$ cat config.mk
export PLATFORM = sky130hd
export DESIGN_NAME = logarithmic_afpm
export DESIGN_NICKNAME = d
export VERILOG_FILES = /design/src/rtl/logarithmic_afpm.sv
export SDC_FILE = /design/constraint.sdc
export NUM_CORES = 1
export LEC_CHECK = 0
export CAP_MARGIN = 10
export CORE_MARGIN = 1.5
export CORE_UTILIZATION = 40
export DETAILED_ROUTE_END_ITERATION = 10
export PLACE_DENSITY = 0.62
export SKIP_LAST_GASP = 1
export SLEW_MARGIN = 5
export SYNTH_ARGS = -nofsm -noshare
export SYNTH_HDL_FRONTEND = slang
export SYNTH_SLANG_ARGS = --single-unit
$ cat constraint.sdc
create_clock -name clk -period 3.2 [get_ports clk]
set_input_delay 0.64 -clock clk [delete_from_list [all_inputs] [get_ports clk]]
set_output_delay 0.64 -clock clk [all_outputs]
set_load 0.01 [all_outputs]
$ cat src/rtl/logarithmic_afpm.sv
// Approximate FP16 multiplier (Mitchell logarithmic method) with byte-serial
// operand load and product readout over a free-running 5-state frame.
module logarithmic_afpm (
    input  logic       clk,
    input  logic       rst_n,
    input  logic       ena,
    input  logic [7:0] ui_in,
    input  logic [7:0] uio_in,
    output logic [7:0] uo_out,
    output logic [7:0] uio_out,
    output logic [7:0] uio_oe
);

    typedef enum logic [2:0] {
        LOAD_LO,
        LOAD_HI,
        CALC,
        OUT_LO,
        OUT_HI
    } state_t;

    state_t      state_q, state_d;
    logic [15:0] a_q, a_d;
    logic [15:0] b_q, b_d;
    logic [15:0] r_q, r_d;

    logic [4:0]         a_exp, b_exp;
    logic               a_nan, b_nan, a_inf, b_inf, a_zero, b_zero;
    logic               sign;
    logic signed [16:0] sum_s;
    logic [15:0]        f_res;

    // Mitchell product: adding the biased {exp,man} fields approximates the log-domain sum.
    always_comb begin
        a_exp  = a_q[14:10];
        b_exp  = b_q[14:10];
        a_nan  = (a_exp == 5'd31) && (a_q[9:0] != 10'd0);
        b_nan  = (b_exp == 5'd31) && (b_q[9:0] != 10'd0);
        a_inf  = (a_exp == 5'd31) && (a_q[9:0] == 10'd0);
        b_inf  = (b_exp == 5'd31) && (b_q[9:0] == 10'd0);
        a_zero = (a_exp == 5'd0);
        b_zero = (b_exp == 5'd0);
        sign   = a_q[15] ^ b_q[15];
        sum_s  = $signed({2'b00, a_q[14:0]}) + $signed({2'b00, b_q[14:0]}) - 17'sd15360;

        if (a_nan || b_nan)
            f_res = 16'h7E00;
        else if ((a_inf && b_zero) || (b_inf && a_zero))
            f_res = 16'h7E00;
        else if (a_inf || b_inf)
            f_res = {sign, 15'h7C00};
        else if (a_zero || b_zero)
            f_res = {sign, 15'h0000};
        else if (sum_s < 17'sd1024)
            f_res = {sign, 15'h0000};
        else if (sum_s >= 17'sd31744)
            f_res = {sign, 15'h7C00};
        else
            f_res = {sign, sum_s[14:0]};
    end

    always_comb begin
        state_d = state_q;
        a_d     = a_q;
        b_d     = b_q;
        r_d     = r_q;
        case (state_q)
            LOAD_LO: begin
                a_d[7:0] = ui_in;
                b_d[7:0] = uio_in;
                state_d  = LOAD_HI;
            end
            LOAD_HI: begin
                a_d[15:8] = ui_in;
                b_d[15:8] = uio_in;
                state_d   = CALC;
            end
            CALC: begin
                r_d     = f_res;
                state_d = OUT_LO;
            end
            OUT_LO:  state_d = OUT_HI;
            OUT_HI:  state_d = LOAD_LO;
            default: state_d = LOAD_LO;
        endcase
    end

    always_ff @(posedge clk or negedge rst_n) begin
        if (!rst_n) begin
            state_q <= LOAD_LO;
            a_q     <= '0;
            b_q     <= '0;
            r_q     <= '0;
        end else if (ena) begin
            state_q <= state_d;
            a_q     <= a_d;
            b_q     <= b_d;
            r_q     <= r_d;
        end
    end

    always_comb begin
        case (state_q)
            OUT_LO:  uo_out = r_q[7:0];
            OUT_HI:  uo_out = r_q[15:8];
            default: uo_out = 8'h00;
        endcase
    end

    assign uio_out = 8'h00;
    assign uio_oe  = 8'h00;

endmodule

==> results of run 1 <==
## how the worst min path moves through the flow
stage / startpoint / to / slack, ns / cells after the start
after floorplan: rst_n / a_q[0] / 0.34 / 0
after global placement: r_q[4] / r_q[4] / 0.47 / 2
after detailed placement: r_q[0] / r_q[0] / 0.47 / 2
after CTS: r_q[0] / r_q[0] / 0.49 / 2
after global routing: rst_n / b_q[15] / 0.35 / 1
final: rst_n / b_q[15] / 0.31 / 1
## cells by family after synthesis
family,Yosys count,share of synthesized area
flip-flops,51,0.381
multiplexers,29,0.0975
AO/OA/AOI/OAI,79,0.181
other,1,0.00112
XOR/XNOR,12,0.0314
adder cells (fa/ha/maj),30,0.114
buffers and inverters,37,0.0620
AND/OR/NAND/NOR,88,0.131
## cells in the final DEF, fill, tap and decap left out, drive strengths merged, types with 6 or more instances in the layout
cell           count
clkdlybuf4s50     25
nand2             23
a22o               9
a21oi             15
xor2               7
nor2              22
clkbuf             7
inv               15
and3               6
o21ai             11
mux2              29
dfrtp             51
ha                29
buf               23
nand3              7
nand2b             6
conb              16
o41ai              7
## timing repair
item                                    CTS  global route
endpoints found under the setup margin    8            15
cloned                                    0             1
resized for setup                         1            41
buffers inserted                          0             5
pin swaps                                 1            15
## stage by stage
step | cells | hold slack (ns) | utilization | setup TNS (ns) | instance area [µm²]
floorplan | 342 | 0.344 | - | 0 | 3400
detailed placement | 467 | 0.469 | 0.463 | 0 | 3780
global route | 482 | 0.351 | 0.520 | -0.343 | 4250
global placement | 467 | 0.470 | 0.463 | 0 | 3780
finish | 482 | 0.310 | 0.520 | 0 | 4250
CTS | 475 | 0.490 | 0.475 | 0 | 3880
## worst max-delay path: stages, from the launching register on
cell       delay (ns)
dfrtp_1          0.43
ha_1             0.32
ha_2             0.20
buf_4            0.15
o211ai_1         0.24
a21oi_2          0.08
o21a_1           0.22
or4_4            0.54
a211oi_4         0.29
o2111ai_4        0.15
nand4_4          0.13
buf_12           0.16
o32ai_1          0.09
## layout make-up
class	count	area, µm²
Tap cell	105	131
Clock inverter	2	16.3
Sequential cell	51	1280
Inverter	15	56.3
Clock buffer	6	82.6
Timing Repair Buffer	49	470
Multi-Input combinational cell	254	2210
Fill cell	750	3930
## layer usage
metal	up-vias	share of wire
met4	0	0.011
met3	8	0.033
met5	-	0
li1	1283	-
met1	1249	0.49
met2	60	0.47
## flip-flops by register name (all words and copies together), names as in the netlist
signal   cells
a_q         16
b_q         16
r_q         16
state_q      3
==> flow_summary.json, run 1 <==
{
  "route.vias.total": 2600,
  "antenna_found_initial": 0,
  "reg2reg_depth": 12,
  "ys_seq_area_frac": 0.381,
  "status": "finished clean",
  "syn-instance-count": 327,
  "period_needed_ns": 3.14,
  "wl_mm": 7.74,
  "synth_area_leaders": "dfrtp_1, ha_1, mux2_2",
  "r2r_start": "a_q[4]",
  "synth_area_per_cell_um2": 10.2,
  "met1_usage": 0.256,
  "yosys.area.top_type": "dfrtp_1",
  "synthTopCellsByCount": "dfrtp_1, ha_1, mux2_2",
  "place_ws_ns": 0.0293,
  "critPathRequiredTime_ns": 3.37,
  "synth_warnings": 0,
  "fmax_ghz": 0.318,
  "rsz0062_at_grt": "yes",
  "gp_congestion": 0.861,
  "slew-limit-headroom": 0.622,
  "worst_slew_pin_slew_ns": 0.568,
  "first_pass_iters": 4,
  "grt_pass1_wl_mm": 12.3,
  "syn_area_um2": 3350,
  "grt-ovfl-total": 0,
  "grt_use_met2": 0.278,
  "worst_slack_ns": 0.0564,
  "cts_hold_buf": 0,
  "fin_nets": 425,
  "drv_cap": 0,
  "ys_ff_latch": 51,
  "cts_num_sinks": 51,
  "startpoint_type": "flop",
  "fin_crit_sh": 0.982,
  "cts_tree": "done",
  "ys.flop_type": "dfrtp_1",
  "clk_path_buf_depth": 2,
  "dp_hpwl_mm": 5.88,
  "die_h_um": 94.5,
  "endpoint": "r_q[9]",
  "numPortBuffers": 26,
  "vias_per_cell": 5.39,
  "detail_route.wl_per_cell_um": 16.1,
  "num_antenna_cells": 0,
  "grt_usage": 0.176,
  "yosysUniqueCellTypes": 52,
  "cp-end-kind": "flop",
  "start_util": 0.410,
  "grt_pass1_vias": 2466,
  "crit_type": "reg2reg",
  "synth_top_area_frac": 0.381,
  "insertion_delay_ns": 0.31,
  "io_pins": 43,
  "die_area_um2": 8930,
  "busiest_layer": "met2",
  "setup_violations": 0,
  "synth-edff-count": 0,
  "antenna_left": 0,
  "grt_max_degree": 52,
  "drv_slew": 0,
  "crit_start": "a_q[4]",
  "post-synth-top-count-cell": "dfrtp_1",
  "path_clk_slew_ns": 0.10,
  "use_met3": 0.0242,
  "drc": 0,
  "reg2reg_to": "r_q[9]",
  "rows": 33,
  "ys_async_sr_fraction": 1.00,
  "cp_max_fo": 8,
  "finClkSkew_ns": 0.0118,
  "cp.arrival_ns": 3.32,
  "htreeDepth": 2,
  "syn_to_final_growth_pct": 26.9,
  "drtIter0Drc": 106,
  "dieWidth_um": 94.5,
  "cts_buffers": 5,
  "hold_viol_final": 0,
  "clockRootBuffer": "clkbuf_8",
  "hold_path.class": "in2async",
  "rrSetupSlack_ns": 0.06,
  "core_um2": 8180,
  "drive_above_1_share": 0.276
}
Power of run 1 is left out: the tool's default activity adds up to more than one toggle a clock period on the data nets, which glitch-free logic cannot reach.
==> inputs of run 2 (changes only) <==
- TNS_END_PERCENT: unset -> 20
==> run 2 against run 1 <==
Against the previous run: largest cell class unchanged; sequential share of layout area about the same; worst setup slack improved by 0.010 ns; routed wire length rose by 0.12%; register-to-register slack is essentially flat.
==> flow_summary.json, run 2 (synthesized netlist as in run 1, its figures left out) <==
{
  "rsz0062_at_grt": "yes",
  "reg2reg_depth": 13,
  "clk_path_buf_depth": 2,
  "drc": 0,
  "clockRootBuffer": "clkbuf_8",
  "dp.cells": 467,
  "cp.arrival_ns": 3.31,
  "insertion_delay_ns": 0.31,
  "critPathRequiredTime_ns": 3.38,
  "cts_tree": "done",
  "antenna_left": 0,
  "cts_buffers": 5,
  "stdcell_count": 483,
  "syn_to_final_growth_pct": 26.8,
  "worst_slack_ns": 0.0668,
  "cp-end-kind": "flop",
  "route.vias.total": 2606,
  "drv_cap": 0,
  "top_regs": "a_q (16), b_q (16), r_q (16)",
  "worst_slew_pin_slew_ns": 0.572,
  "finClkSkew_ns": 0.0113,
  "hold_viol_final": 0,
  "tns_ns": 0,
  "fin_crit_sh": 0.979,
  "die_h_um": 94.5,
  "die_area_um2": 8930,
  "path_clk_slew_ns": 0.10,
  "grt-ovfl-total": 0,
  "gp_congestion": 0.861,
  "grt_pass1_wl_mm": 12.4,
  "grt_max_degree": 52,
  "numPortBuffers": 26,
  "dieWidth_um": 94.5,
  "period_needed_ns": 3.13,
  "slew-limit-headroom": 0.618,
  "crit_type": "reg2reg",
  "detail_route.wl_per_cell_um": 16.1,
  "drive_above_1_share": 0.272,
  "antenna_found_initial": 0,
  "reg2reg_to": "r_q[9]",
  "rrSetupSlack_ns": 0.07,
  "num_antenna_cells": 0,
  "final_common_cell": "dfrtp_1",
  "place_ws_ns": 0.0293,
  "drv_slew": 0,
  "cp_max_fo": 8,
  "htreeDepth": 2,
  "hold_path.class": "in2async",
  "final_cell_mix": "dfrtp_1, mux2_2, clkdlybuf4s50_1",
  "fin_nets": 426,
  "start_util": 0.410,
  "drtIter0Drc": 111,
  "setup_violations": 0,
  "dp_hpwl_mm": 5.88,
  "cts_hold_buf": 0,
  "io_pins": 43,
  "core_um2": 8180,
  "first_pass_iters": 6,
  "cts_num_sinks": 51,
  "wl_mm": 7.75,
  "grt_pass1_vias": 2463,
  "fmax_ghz": 0.319,
  "grt_usage": 0.176,
  "r2r_start": "a_q[1]",
  "rows": 33,
  "status": "finished clean",
  "vias_per_cell": 5.40,
  "startpoint_type": "flop"
}
## run 2: cell types whose count changed in the layout (fill, tap and decap cells not counted), sizes merged
cell  previous run  this run
buf             23        24
## run 2: worst max path at each step
| stage | startpoint | to | slack, ns |
|---|---|---|---|
| final | a_q[1] | r_q[9] | 0.07 |
| after CTS | a_q[5] | r_q[7] | -0.01 |
| after floorplan | a_q[5] | r_q[5] | 0.12 |
| after detailed placement | a_q[1] | r_q[10] | 0.03 |
| after global routing | a_q[1] | r_q[9] | -0.04 |
| after global placement | a_q[1] | r_q[10] | 0.06 |
## run 2: worst max-delay path, cell delays in order, from the launching register on
cell	delay, ns
dfrtp_1	0.42
ha_1	0.32
ha_2	0.20
inv_1	0.07
fa_2	0.21
nand2b_4	0.13
a21oi_2	0.07
o21a_1	0.22
or4_4	0.54
a211oi_4	0.29
o2111ai_4	0.15
nand4_4	0.13
buf_12	0.16
o32ai_1	0.09
## run 2: routing by layer
layer	share of wire	wire length (µm)	up-vias	GRT usage
li1	-	-	1288	-
met1	0.49	3790	1251	0.256
met2	0.47	3620	57	0.278
met3	0.033	254	10	0.0242
met4	0.011	83	0	0.0386
met5	0	0	-	0
## run 2: final cells by class
type	instances	area, µm²
multi-input combinational	254	2200
clock inverter	2	16.3
tap	105	131
sequential	51	1280
fill	750	3930
timing repair buffer	50	478
inverter	15	56.3
clock buffer	6	82.6
## run 2: what timing repair did
| action | CTS | global route |
|---|---|---|
| hold endpoints to repair | 0 | 0 |
| pin swaps | 0 | 12 |
| cloned | 0 | 1 |
| endpoints found under the setup margin | 8 | 15 |
| resized for setup | 1 | 39 |
| setup buffers | 0 | 6 |
## run 2: per-stage QoR
| step | hold slack [ns] | utilization | cell area (µm²) |
|---|---|---|---|
| floorplan | 0.344 | - | 3400 |
| global placement | 0.470 | 0.463 | 3780 |
| detailed placement | 0.469 | 0.463 | 3780 |
| CTS | 0.490 | 0.475 | 3880 |
| global route | 0.351 | 0.519 | 4250 |
| finish | 0.308 | 0.519 | 4250 |
Power of run 2 is left out for the same reason.
==> inputs of run 3 (changes only) <==
- SKIP_LAST_GASP: 1 -> unset
==> run 3 against run 2 <==
Against the previous run: global-route usage hardly changed; final area is 0.35% higher; clock-buffer cell count stayed put; routed wire length hardly changed; core utilization is 0.18 points higher; via count is 1.0% lower; largest cell class unchanged.
==> flow_summary.json, run 3 (synthesized netlist as in run 1, its figures left out) <==
{
  "status": "finished clean",
  "die_h_um": 94.5,
  "cpMaxStageDelayCell": "or4_4",
  "crit_type": "reg2reg",
  "vias_per_cell": 5.35,
  "drive_above_1_share": 0.279,
  "max_stage_delay_ns": 0.54,
  "dieWidth_um": 94.5,
  "num-fill-cells": 749,
  "fin_nets": 425,
  "rsz0062_at_grt": "yes",
  "setup_violations": 0,
  "fin_crit_sh": 0.981,
  "hold_viol_final": 0,
  "grt_pass1_wl_mm": 12.3,
  "worst_slew_pin_slew_ns": 0.572,
  "die_area_um2": 8930,
  "dp_hpwl_mm": 5.88,
  "final_common_cell": "dfrtp_1",
  "grt_pass1_vias": 2466,
  "grt-ovfl-total": 0,
  "hold_path.class": "in2async",
  "cp_max_fo": 8,
  "cts_num_sinks": 51,
  "grt_max_degree": 52,
  "num_antenna_cells": 0,
  "route.vias.total": 2580,
  "period_needed_ns": 3.14,
  "rows": 33,
  "core_um2": 8180,
  "cts_hold_buf": 0,
  "antenna_left": 0,
  "r2r_start": "a_q[4]",
  "path_clk_slew_ns": 0.10,
  "critPathBufInv": 2,
  "final_cell_mix": "dfrtp_1, mux2_2, clkdlybuf4s50_1",
  "syn_to_final_growth_pct": 27.2,
  "drv_slew": 0,
  "drtIter0Drc": 128,
  "wl_mm": 7.75,
  "drc": 0,
  "drv_cap": 0,
  "start_util": 0.410,
  "io_pins": 43,
  "cp_top_family": "compound AO/OA/AOI/OAI gates",
  "startpoint_type": "flop",
  "numPortBuffers": 26,
  "fmax_ghz": 0.318,
  "rrSetupSlack_ns": 0.06,
  "grt_usage": 0.176,
  "dpl_cell_area_um2": 3780,
  "reg2reg_depth": 12,
  "detail_route.wl_per_cell_um": 16.1,
  "clockRootBuffer": "clkbuf_8",
  "first_pass_iters": 6,
  "cts_buffers": 5,
  "slew-limit-headroom": 0.619,
  "top_regs": "a_q (16), b_q (16), r_q (16)",
  "cp-end-kind": "flop",
  "finalInstanceArea_um2": 4260,
  "insertion_delay_ns": 0.31,
  "path_cells": "ha_1 > ha_2 > buf_4 > o211ai_1 > a21oi_2 > o21a_1 > or4_4 > a211oi_4 > o2111ai_4 > nand4_4 > buf_12 > o32ai_1",
  "cp.arrival_ns": 3.32,
  "critPathRequiredTime_ns": 3.38,
  "clk_path_buf_depth": 2,
  "htreeDepth": 2,
  "gp_congestion": 0.861,
  "cts_tree": "done",
  "antenna_found_initial": 0,
  "finClkSkew_ns": 0.0113,
  "reg2reg_to": "r_q[9]"
}
==> run 3: changes by cell type in the layout (fill, tap and decap cells not counted), sizes merged <==
cell / previous run / this run
buf: 24 / 23
==> run 3: what timing repair did <==
| item | 4_1_cts | 5_1_grt |
|---|---|---|
| setup endpoints to repair | 8 | 15 |
| resized for setup | 1 | 42 |
| pin swaps | 1 | 15 |
| gates cloned | 0 | 1 |
| buffers inserted | 0 | 5 |
==> run 3: how the worst max path moves through the flow <==
stage | from | end | slack [ns] | cells past startpoint
after floorplan | a_q[5] | r_q[5] | 0.12 | 11
after global placement | a_q[1] | r_q[10] | 0.06 | 12
after detailed placement | a_q[1] | r_q[10] | 0.03 | 12
after CTS | a_q[5] | r_q[10] | 0.02 | 12
after global routing | a_q[4] | r_q[9] | -0.07 | 12
final | a_q[4] | r_q[9] | 0.06 | 12
==> run 3: through the flow <==
stage	TNS [ns]	hold slack [ns]	std cells	util	setup WS, ns
2_1_floorplan	0	0.344	342	-	0.120
3_3_place_gp	0	0.470	467	0.463	0.0560
3_5_place_dp	0	0.469	467	0.463	0.0293
4_1_cts	0	0.490	475	0.475	0.0175
5_1_grt	-0.335	0.351	482	0.521	-0.0665
6_report	0	0.306	482	0.521	0.0594
==> run 3: routing by layer <==
metal	global-route usage	vias to the layer above	routed length, µm
li1	-	1283	-
met1	0.256	1233	3790
met2	0.278	54	3620
met3	0.0242	10	247
met4	0.0386	0	87
met5	0	-	0
==> run 3: area by class of cell <==
cell class                      count  area, µm²  area share
Multi-Input combinational cell    254       2230       0.523
Sequential cell                    51       1280       0.300
Timing Repair Buffer               49        470       0.110
Tap cell                          105        131      0.0308
Clock buffer                        6       82.6      0.0194
Inverter                           15       56.3      0.0132
Clock inverter                      2       16.3     0.00382
Power of run 3 is left out for the same reason.
